### src/rtl/tt_scan_pkg.sv
// Shared types and constants for the truth-table scanner and its capture block.
package tt_scan_pkg;

   localparam int unsigned TT_WIDTH = 16;
   localparam int unsigned TT_IDX_W = 4;
   localparam int unsigned CNT_W    = 4;

   typedef enum logic [1:0] {
      IDLE   = 2'd0,
      DRIVE  = 2'd1,
      SAMPLE = 2'd2,
      DONE   = 2'd3
   } scanState_t;

   // Vector presented to the function under test.
   typedef struct packed {
      logic a;
      logic b;
      logic c;
      logic d;
   } ttVector_t;

   // With three swept inputs, idx[2:0] drives a..c and d is tied low.
   function automatic ttVector_t mapVector(input logic [TT_IDX_W-1:0] idx,
                                           input int unsigned numVars);
      ttVector_t v;
      if (numVars == 3) v = ttVector_t'({idx[2:0], 1'b0});
      else              v = ttVector_t'(idx);
      return v;
   endfunction

endpackage

### src/rtl/tt_scan_capture.sv
// Truth-table capture registers plus sticky first-mismatch tracking.
// With TT_SCAN_EXPECT_EN, the next-state tables are exported for the end-of-scan compare.
module tt_scan_capture
   import tt_scan_pkg::*;
(
   input  logic                clk,
   input  logic                rst,
   input  logic                clear,
   input  logic                sampleEn,
   input  logic [TT_IDX_W-1:0] idx,
   input  logic                fmin,
   input  logic                fmax,
   output logic [TT_WIDTH-1:0] ttMin,
   output logic [TT_WIDTH-1:0] ttMax,
   output logic                mismatch,
   output logic [TT_IDX_W-1:0] firstMismatchIdx
`ifdef TT_SCAN_EXPECT_EN
   ,
   output logic [TT_WIDTH-1:0] ttMinNext_c,
   output logic [TT_WIDTH-1:0] ttMaxNext_c
`endif
);

   logic [TT_WIDTH-1:0] ttMinNxt;
   logic [TT_WIDTH-1:0] ttMaxNxt;

   // Tables with the current sample merged in.
   always_comb begin
      ttMinNxt = ttMin;
      ttMaxNxt = ttMax;
      if (sampleEn) begin
         ttMinNxt[idx] = fmin;
         ttMaxNxt[idx] = fmax;
      end
   end

`ifdef TT_SCAN_EXPECT_EN
   assign ttMinNext_c = ttMinNxt;
   assign ttMaxNext_c = ttMaxNxt;
`endif

   always_ff @(posedge clk) begin
      if (rst || clear) begin
         ttMin            <= '0;
         ttMax            <= '0;
         mismatch         <= 1'b0;
         firstMismatchIdx <= '0;
      end else begin
         ttMin <= ttMinNxt;
         ttMax <= ttMaxNxt;
         // Only the lowest differing index is kept.
         if (sampleEn && (fmin != fmax) && !mismatch) begin
            mismatch         <= 1'b1;
            firstMismatchIdx <= idx;
         end
      end
   end

endmodule

### src/rtl/truth_table_scanner.sv
// Sweeps all input vectors of a 3/4-input function and captures SOP/POS truth tables.
// Optional TT_SCAN_EXPECT_EN adds a reference table input and an expect_fail flag.
module truth_table_scanner
   import tt_scan_pkg::*;
#(
   parameter int unsigned NUM_VARS      = 4,
   parameter int unsigned SETTLE_CYCLES = 1
) (
   input  logic                clk,
   input  logic                rst,
   input  logic                start,
   output logic                a,
   output logic                b,
   output logic                c,
   output logic                d,
   input  logic                fmin_i,
   input  logic                fmax_i,
   output logic                busy,
   output logic                done,
   output logic [TT_WIDTH-1:0] tt_min,
   output logic [TT_WIDTH-1:0] tt_max,
   output logic                mismatch,
   output logic [TT_IDX_W-1:0] first_mismatch_idx
`ifdef TT_SCAN_EXPECT_EN
   ,
   input  logic [TT_WIDTH-1:0] expected,
   output logic                expect_fail
`endif
);

   localparam logic [TT_IDX_W-1:0] LAST_IDX    = TT_IDX_W'((32'd1 << NUM_VARS) - 32'd1);
   localparam logic [CNT_W-1:0]    SETTLE_LAST = CNT_W'(SETTLE_CYCLES - 32'd1);

   scanState_t          state, nextState;
   logic [TT_IDX_W-1:0] idx, nextIdx;
   logic [CNT_W-1:0]    settleCnt, nextCnt;
   logic                clearTt;
   logic                sampleEn;
   logic                busyNext;
   ttVector_t           vecQ;

   // Next-state, index and settle-counter logic.
   always_comb begin
      nextState = state;
      nextIdx   = idx;
      nextCnt   = settleCnt;
      clearTt   = 1'b0;
      sampleEn  = 1'b0;
      unique case (state)
         IDLE: begin
            if (start) begin
               clearTt   = 1'b1;
               nextIdx   = '0;
               nextCnt   = '0;
               nextState = DRIVE;
            end
         end
         DRIVE: begin
            if (settleCnt == SETTLE_LAST) begin
               nextCnt   = '0;
               nextState = SAMPLE;
            end else begin
               nextCnt = settleCnt + CNT_W'(1);
            end
         end
         SAMPLE: begin
            sampleEn = 1'b1;
            nextCnt  = '0;
            if (idx == LAST_IDX) begin
               nextState = DONE;
            end else begin
               nextIdx   = idx + TT_IDX_W'(1);
               nextState = DRIVE;
            end
         end
         DONE:    nextState = IDLE;
         default: nextState = IDLE;
      endcase
   end

   assign busyNext = (nextState == DRIVE) || (nextState == SAMPLE);

   always_ff @(posedge clk) begin
      if (rst) state <= IDLE;
      else     state <= nextState;
   end

   // Outputs are registered from the next state so they line up with it.
   always_ff @(posedge clk) begin
      if (rst) begin
         idx       <= '0;
         settleCnt <= '0;
         vecQ      <= '0;
         busy      <= 1'b0;
         done      <= 1'b0;
      end else begin
         idx       <= nextIdx;
         settleCnt <= nextCnt;
         vecQ      <= busyNext ? mapVector(nextIdx, NUM_VARS) : '0;
         busy      <= busyNext;
         done      <= (nextState == DONE);
      end
   end

   assign a = vecQ.a;
   assign b = vecQ.b;
   assign c = vecQ.c;
   assign d = vecQ.d;

`ifdef TT_SCAN_EXPECT_EN
   localparam logic [TT_WIDTH-1:0] VEC_MASK =
      TT_WIDTH'((32'd1 << (32'd1 << NUM_VARS)) - 32'd1);

   logic [TT_WIDTH-1:0] ttMinNext;
   logic [TT_WIDTH-1:0] ttMaxNext;
`endif

   tt_scan_capture uCapture (
      .clk              (clk),
      .rst              (rst),
      .clear            (clearTt),
      .sampleEn         (sampleEn),
      .idx              (idx),
      .fmin             (fmin_i),
      .fmax             (fmax_i),
      .ttMin            (tt_min),
      .ttMax            (tt_max),
      .mismatch         (mismatch),
      .firstMismatchIdx (first_mismatch_idx)
`ifdef TT_SCAN_EXPECT_EN
      ,
      .ttMinNext_c      (ttMinNext),
      .ttMaxNext_c      (ttMaxNext)
`endif
   );

`ifdef TT_SCAN_EXPECT_EN
   // Evaluated on the last sample so the verdict is valid during DONE.
   always_ff @(posedge clk) begin
      if (rst || clearTt) begin
         expect_fail <= 1'b0;
      end else if (sampleEn && (nextState == DONE)) begin
         expect_fail <= (|((ttMinNext ^ expected) & VEC_MASK)) |
                        (|((ttMaxNext ^ expected) & VEC_MASK));
      end
   end
`endif

endmodule

### config.mk
export PLATFORM = sky130hd
export DESIGN_NAME = truth_table_scanner
export DESIGN_NICKNAME = d
export VERILOG_FILES = /design/src/rtl/tt_scan_pkg.sv /design/src/rtl/tt_scan_capture.sv /design/src/rtl/truth_table_scanner.sv
export SDC_FILE = /design/constraint.sdc
export NUM_CORES = 1
export LEC_CHECK = 0
export ABC_AREA = 1
export BUFFER_PORTS_ARGS = -buffer_cell sky130_fd_sc_hd__buf_2
export CAP_MARGIN = 10
export CORE_UTILIZATION = 48
export CTS_CLUSTER_SIZE = 30
export DETAILED_ROUTE_END_ITERATION = 7
export PLACE_DENSITY = 0.71
export SLEW_MARGIN = 15
export SYNTH_ARGS = -nofsm -noshare
export SYNTH_HDL_FRONTEND = slang
export SYNTH_SLANG_ARGS = --single-unit
### constraint.sdc
create_clock -name clk -period 3 [get_ports clk]
set_input_delay 0.6 -clock clk [delete_from_list [all_inputs] [get_ports clk]]
set_output_delay 0.6 -clock clk [all_outputs]
set_load 0.01 [all_outputs]
Word level (Yosys, flattened, before mapping) --
Index checks and enable logic that the tools add are counted.
Word-level totals: word-level logic and storage cells 55, register bits after elaboration 53, output and inout port bits 43, input bits 5
Cells by class: $add $sub $neg 2, equal/unequal tests 9, bitwise gates (word level) 1, reductions and logical operators 11, magnitude comparators 2, muxes and demuxes 17
Operator list (number):
- 16-bit bitwise mux | 2
- 4-bit 2-to-1 mux | 4
- 4-bit case mux with 3 select lines | 1
- 4-bit by 1-bit adder with 4-bit output, second input constant | 2
- 2-bit equality test, second input constant | 4
- 2-bit case mux with 4 select lines | 1
- 4-bit case mux with 2 select lines | 1
- 2-bit 2-to-1 mux | 3
- 4-bit by 5-bit < comparator with 1-bit output, second input constant | 1
- 1-bit demux with 4-bit select | 1
- 2-bit by 1-bit equality test with 1-bit output, second input constant | 2
- 4-bit equality test, second input constant | 1
- 4-bit by 1-bit >= comparator with 1-bit output, second input constant | 1
- 4-bit zero test | 1
- 1-bit 2-to-1 mux | 4
- 1-bit logical AND | 3
- 3-bit nonzero test | 1
- 2-bit zero test | 1
- 1-bit logical OR | 2
- 2-bit inequality test, second input constant | 1
- 2-bit AND reduction | 1
- 2-bit OR reduction | 1
- 1-bit zero test | 1
- 1-bit inequality test | 1
- 1-bit inverter | 1

Longest topological paths before layout --
depth after elaboration 7, mapped depth 10, mapped depth without buffers 10

Modules after synthesis --
Synthesis repeated with hierarchy kept, for this count alone.
Unflattened totals: cell total of the unflattened synthesis 337, area, all modules 2253.4 um^2
Modules (own cells, without submodules):
- tt_scan_capture | area an instance 1540.2 um^2, cells an instance 239, times used 1, sequential area each 740.7 um^2
- truth_table_scanner | area an instance 713.2 um^2, cells an instance 98, times used 1, sequential area each 320.3 um^2

Worst setup path after synthesis --
OpenSTA, ideal clock, no wires.
path kind register to register, start point reg idx[1], end point reg vecQ, in the netlist c, data required time 2.882 ns, clock period less this slack 1.524 ns, slack 1.476 ns, library setup time 0.118 ns, path buffers 0, stages on the path, launching flop included 11, arrival 1.406 ns, cells stage by stage dfxtp_1 ha_1 nand3_1 nor2_4 inv_2 nand2_1 ha_1 inv_1 nor2_1 inv_1 a21oi_1
On the way: cells in the longest elaborated chain, start to end 7, elaborated cells on any way between the ends 12, those cells by class add/sub: 1; eq/ne: 3; mux: 5; bitwise: 1; reduce/logical: 2
RTL lines:
- start: declaration | RTL line truth_table_scanner.sv:35 | logic [TT_IDX_W-1:0] idx, nextIdx;
- start signal: assignment | RTL line truth_table_scanner.sv:97 | idx <= nextIdx;
- 4-bit equality test (*) | RTL line truth_table_scanner.sv:69 | if (idx == LAST_IDX) begin
- 2-bit 2-to-1 mux (*) | RTL line truth_table_scanner.sv:69
- 2-bit case mux with 4 select lines (*) | RTL line truth_table_scanner.sv:49 | unique case (state)
- named net nextState[1] | RTL line truth_table_scanner.sv:34 | scanState_t state, nextState;
- 2-bit by 1-bit equality test with 1-bit output / 2-bit equality test (equally long branches) | RTL line truth_table_scanner.sv:81 | assign busyNext = (nextState == DRIVE) || (nextState == SAMPLE);
- 1-bit logical OR (*) | RTL line truth_table_scanner.sv:81
- named net busyNext | RTL line truth_table_scanner.sv:39 | logic busyNext;
- 1-bit inverter (no line) (*)
- 2-bit OR reduction (no line) (*)
- end signal: assignment | RTL line truth_table_scanner.sv:99 | vecQ <= busyNext ? mapVector(nextIdx, NUM_VARS) : '0;
- end: declaration | RTL line truth_table_scanner.sv:40 | ttVector_t vecQ;
Mark *: on every way through the listed nets, which the timed path passes. The rest lies on a longest branch. A chain may end at the register's enable or synchronous reset.

Final worst setup path --
Ends and elaborated chain as after synthesis.

==> impl_summary.log <==
[metrics] outcome: completed
[metrics] total nets after synthesis: 330
[metrics] final setup violating endpoints: 0
[metrics] power density of the placed cells: 500.1 nW/um2
[metrics] Worst Path Required: approximately 3.2 ns
[metrics] Residual DRC: 0
[metrics] reg-to-reg setup timing slack: 1.29 ns
[metrics] HPWL after DPL: 3224 um
[metrics] Post-Syn Area: 2313 um2
[metrics] slew at the pin with the worst max-slew slack: 0.4070 ns
[metrics] number of buffers created by CTS: 5
[metrics] number of cells on the worst reg-to-reg path: 10
[metrics] pre-CTS setup slack: 1.239 ns
[metrics] Layout fillers: 447
[metrics] Synth-to-Final Area Change: 15.36%
[metrics] reg-to-reg endpoint: c$_SDFF_PP0_
[metrics] clock sink count: 53
[metrics] antenna violations before repair: 0
[metrics] count of TritonRoute iterations in the first routing pass: 4
[metrics] startpoint of the tightest hold check path: uCapture.ttMax[14]$_SDFFE_PP0P_
[metrics] destination of the critical timing path: c$_SDFF_PP0_
[metrics] Final Core Density: 0.5925
[metrics] synthesized area per cell: 7.275 um2
[metrics] grt ovf: 0
[metrics] unrepaired setup endpoints after global routing: false
[metrics] Clock Latency Late Sink: 0.31 ns
[metrics] class of the most critical hold timing path: flip-flop to flip-flop
[metrics] cell depth of the worst setup path: 10
[metrics] period utilisation layout: 0.5709
[metrics] horizontal die dimension: 71.43 um
[metrics] worst slack on hold paths: 0.4777 ns
[metrics] WP buf/inv: 3
[metrics] worst-case clock skew: 0.004754 ns
[metrics] Placement Rows: 24
[metrics] CTS tree: yes
[metrics] type of element capturing the critical path: flip-flop
[metrics] critical path class: flip-flop to flip-flop
[metrics] R2R Path Start: idx[1]$_SDFF_PP0_
[metrics] Max Transition Viols Final: 0
[metrics] cell at the root of the clock tree: sky130_fd_sc_hd__clkbuf_8
[metrics] unique cell type count in the Yosys netlist: 23
[metrics] Cell Count Post-Placement: 408
[metrics] clock period minus worst slack: 1.713 ns
[metrics] Final nets: 375
[metrics] Die Footprint: 5102 um2
[metrics] post-CTS setup-driven buffer insertion count: 0
[metrics] via density per instance: 4.786
[metrics] Critical Path Fanout Max: 6
[metrics] y dimension of the die: 71.43 um
[metrics] total routed wirelength: between 4000 and 5000 um
[metrics] critical path data arrival time: roughly 1.9 ns
[metrics] Clock Path Buffers: 2
[metrics] worst supply voltage drop on vdd: between 0.2 and 0.3 mV
[metrics] Core Region: 4504 um2
[metrics] sequence of cells on the critical path: ha_1 -> nand3_1 -> nor2_4 -> inv_2 -> nand2_1 -> ha_1 -> inv_1 -> nor2_1 -> inv_1 -> a21oi_1
[metrics] number of diodes: 0
[metrics] maximum number of pins on one net before global-route repair: 37
[metrics] top-level I/O count: between 40 and 50
[metrics] instance count of the mapped netlist: around 320
[metrics] hold bufs inserted after CTS: 0
[metrics] via count of the routed design: 1,991
[metrics] Achievable Freq: 583.8 MHz
[metrics] Max transition margin: 0.7258
[metrics] GP Congestion: 0.8726
[metrics] final routed wire length divided by cell count: 10.70 um
[metrics] non-filler cells, final: 416
[metrics] number of flip-flops and latches in the synthesized netlist: 53
[metrics] Worst Setup Start Kind: flip-flop
[metrics] starting density of the core: 0.5136
[metrics] Final Hold Vio Count: 0
[metrics] first-pass GRT wire length: 7610 um
[metrics] Leakage Power: 0.001247 uW
[metrics] fraction of final layout cells with drive strength greater than 1: 0.1951
[metrics] Yosys warning count: 0
[metrics] Setup TNS: 0 ns
[metrics] number of global-route vias before repair: between 1,500 and 2,000
[metrics] cell at the slowest stage of the critical path: sky130_fd_sc_hd__dfxtp_1
[metrics] smallest setup slack after layout: 1.287 ns
[metrics] clock slew seen by the registers of the worst setup and hold paths: 0.09 ns
[metrics] Resize count post-CTS: 0
[metrics] H-tree levels: 2
[metrics] global router's overall resource usage: 0.1884
[metrics] top cell family by delay on the critical path: adder cells
[metrics] sequential cell area fraction in the yosys report: 0.4586
[metrics] initial DRC count: 125
[metrics] max-cap viol count: 0
[metrics] PortBufs: 47
[metrics] delay of the slowest critical-path stage: 0.43 ns
[metrics] launching instance or port of the critical path: idx[1]$_SDFF_PP0_
[metrics] ANT nets after route: 0
-- metrics by stage --
step	area, um2	power [uW]
2_1_floorplan	2313	833.3
3_3_place_gp	2552	852.1
3_5_place_dp	2552	853.3
4_1_cts	2669	1351
5_1_grt	2669	1395
6_report	2669	1335
-- worst min-delay path: cells and delay by family, from the launching register on --
kind | cells | cell delay (ns)
simple gates | 2 | 0.12
flops | 1 | 0.33
-- layout by cell type, fill, tap and decap left out, types with 3 or more instances in the layout --
| cell type | netlist | routed |
|---|---|---|
| sky130_fd_sc_hd__o21ai_0 | 33 | 33 |
| sky130_fd_sc_hd__inv_2 | 3 | 3 |
| sky130_fd_sc_hd__clkinv_1 | 9 | 9 |
| sky130_fd_sc_hd__inv_1 | 31 | 31 |
| sky130_fd_sc_hd__dfxtp_1 | 53 | 53 |
| sky130_fd_sc_hd__ha_1 | 7 | 7 |
| sky130_fd_sc_hd__nor2_1 | 85 | 85 |
| sky130_fd_sc_hd__a21oi_1 | 10 | 10 |
| sky130_fd_sc_hd__nand2_1 | 43 | 43 |
| sky130_fd_sc_hd__nand4_1 | 3 | 3 |
| sky130_fd_sc_hd__nand2_2 | 3 | 3 |
| sky130_fd_sc_hd__nand3_1 | 13 | 13 |
| sky130_fd_sc_hd__buf_2 | 4 | 47 |
| sky130_fd_sc_hd__clkbuf_8 | 0 | 6 |
| sky130_fd_sc_hd__nor2_4 | 7 | 7 |
-- cell families after synthesis --
logic type / after synthesis / synth area share
buf+inv: 53 / 0.1001
flops: 53 / 0.4586
fa+ha+maj: 7 / 0.03786
compound gates: 45 / 0.09735
xor+xnor: 2 / 0.007573
simple gates: 158 / 0.2985
-- power breakdown --
part / switching, uW / total, uW / internal (uW)
logic: 79.0 / 114 / 34.8
registers: 9.37 / 723 / 713
clock network: 226 / 498 / 272
-- sequential cells by signal (all words and copies together), names as in the netlist --
| register | count |
|---|---|
| a | 1 |
| b | 1 |
| busy | 1 |
| c | 1 |
| d | 1 |
| done | 1 |
| idx | 4 |
| settleCnt | 4 |
| state | 2 |
| uCapture.firstMismatchIdx | 4 |
| uCapture.mismatch | 1 |
| uCapture.ttMax | 16 |
| uCapture.ttMin | 16 |
-- Yosys cell counts --
library cell               count  area, um2
sky130_fd_sc_hd__clkinv_4      1      8.760
sky130_fd_sc_hd__o21ai_0      33      165.2
sky130_fd_sc_hd__nand2_4       1      11.26
sky130_fd_sc_hd__clkinv_1      9      33.78
sky130_fd_sc_hd__nand3_1      13      65.06
sky130_fd_sc_hd__nor2_2        2      12.51
sky130_fd_sc_hd__o21ai_1       2      10.01
sky130_fd_sc_hd__buf_2         4      20.02
sky130_fd_sc_hd__nor2_4        7      78.83
sky130_fd_sc_hd__nand2_2       3      18.77
sky130_fd_sc_hd__ha_1          7      87.58
sky130_fd_sc_hd__a21oi_1      10      50.05
sky130_fd_sc_hd__clkbuf_1      2      7.510
sky130_fd_sc_hd__buf_6         3      33.78
sky130_fd_sc_hd__xor2_1        1      8.760
sky130_fd_sc_hd__nand4_1       3      18.77
sky130_fd_sc_hd__nor2_1       85      319.1
sky130_fd_sc_hd__xnor2_1       1      8.760
sky130_fd_sc_hd__nor3_1        1      5.000
sky130_fd_sc_hd__dfxtp_1      53       1061
sky130_fd_sc_hd__inv_1        31      116.4
sky130_fd_sc_hd__inv_2         3      11.26
sky130_fd_sc_hd__nand2_1      43      161.4
-- layout make-up --
cell class	instances	area, um2	share of cell area
multi-input combinational	212	1021	0.3826
sequential	53	1061	0.3976
timing repair buffer	47	235.2	0.08814
inverter	44	170.2	0.06376
clock inverter	1	30.03	0.01125
tap	52	65.06	0.02438
clock buffer	7	86.33	0.03235
-- how the worst min path moves through the flow --
stage               slack [ns]                                        end  cells past startpoint
CTS                       0.49  uCapture.firstMismatchIdx[1]$_SDFFE_PP0P_                      2
finish                    0.48            uCapture.ttMax[14]$_SDFFE_PP0P_                      2
global route              0.51  uCapture.firstMismatchIdx[0]$_SDFFE_PP0P_                      2
detailed placement        0.46            uCapture.ttMin[14]$_SDFFE_PP0P_                      2
floorplan                 0.46                  settleCnt[3]$_SDFFE_PP0P_                      2
global placement          0.46             uCapture.ttMax[6]$_SDFFE_PP0P_                      2
-- metal layers --
layer | vias up | wire length, um | GRT usage
li1 | 1074 | - | -
met1 | 874 | 2158 | 0.2319
met2 | 38 | 2028 | 0.3143
met3 | 5 | 195 | 0.05063
met4 | 0 | 66 | 0.07333
met5 | - | 0 | 0
(Power assumes the default switching activity.)
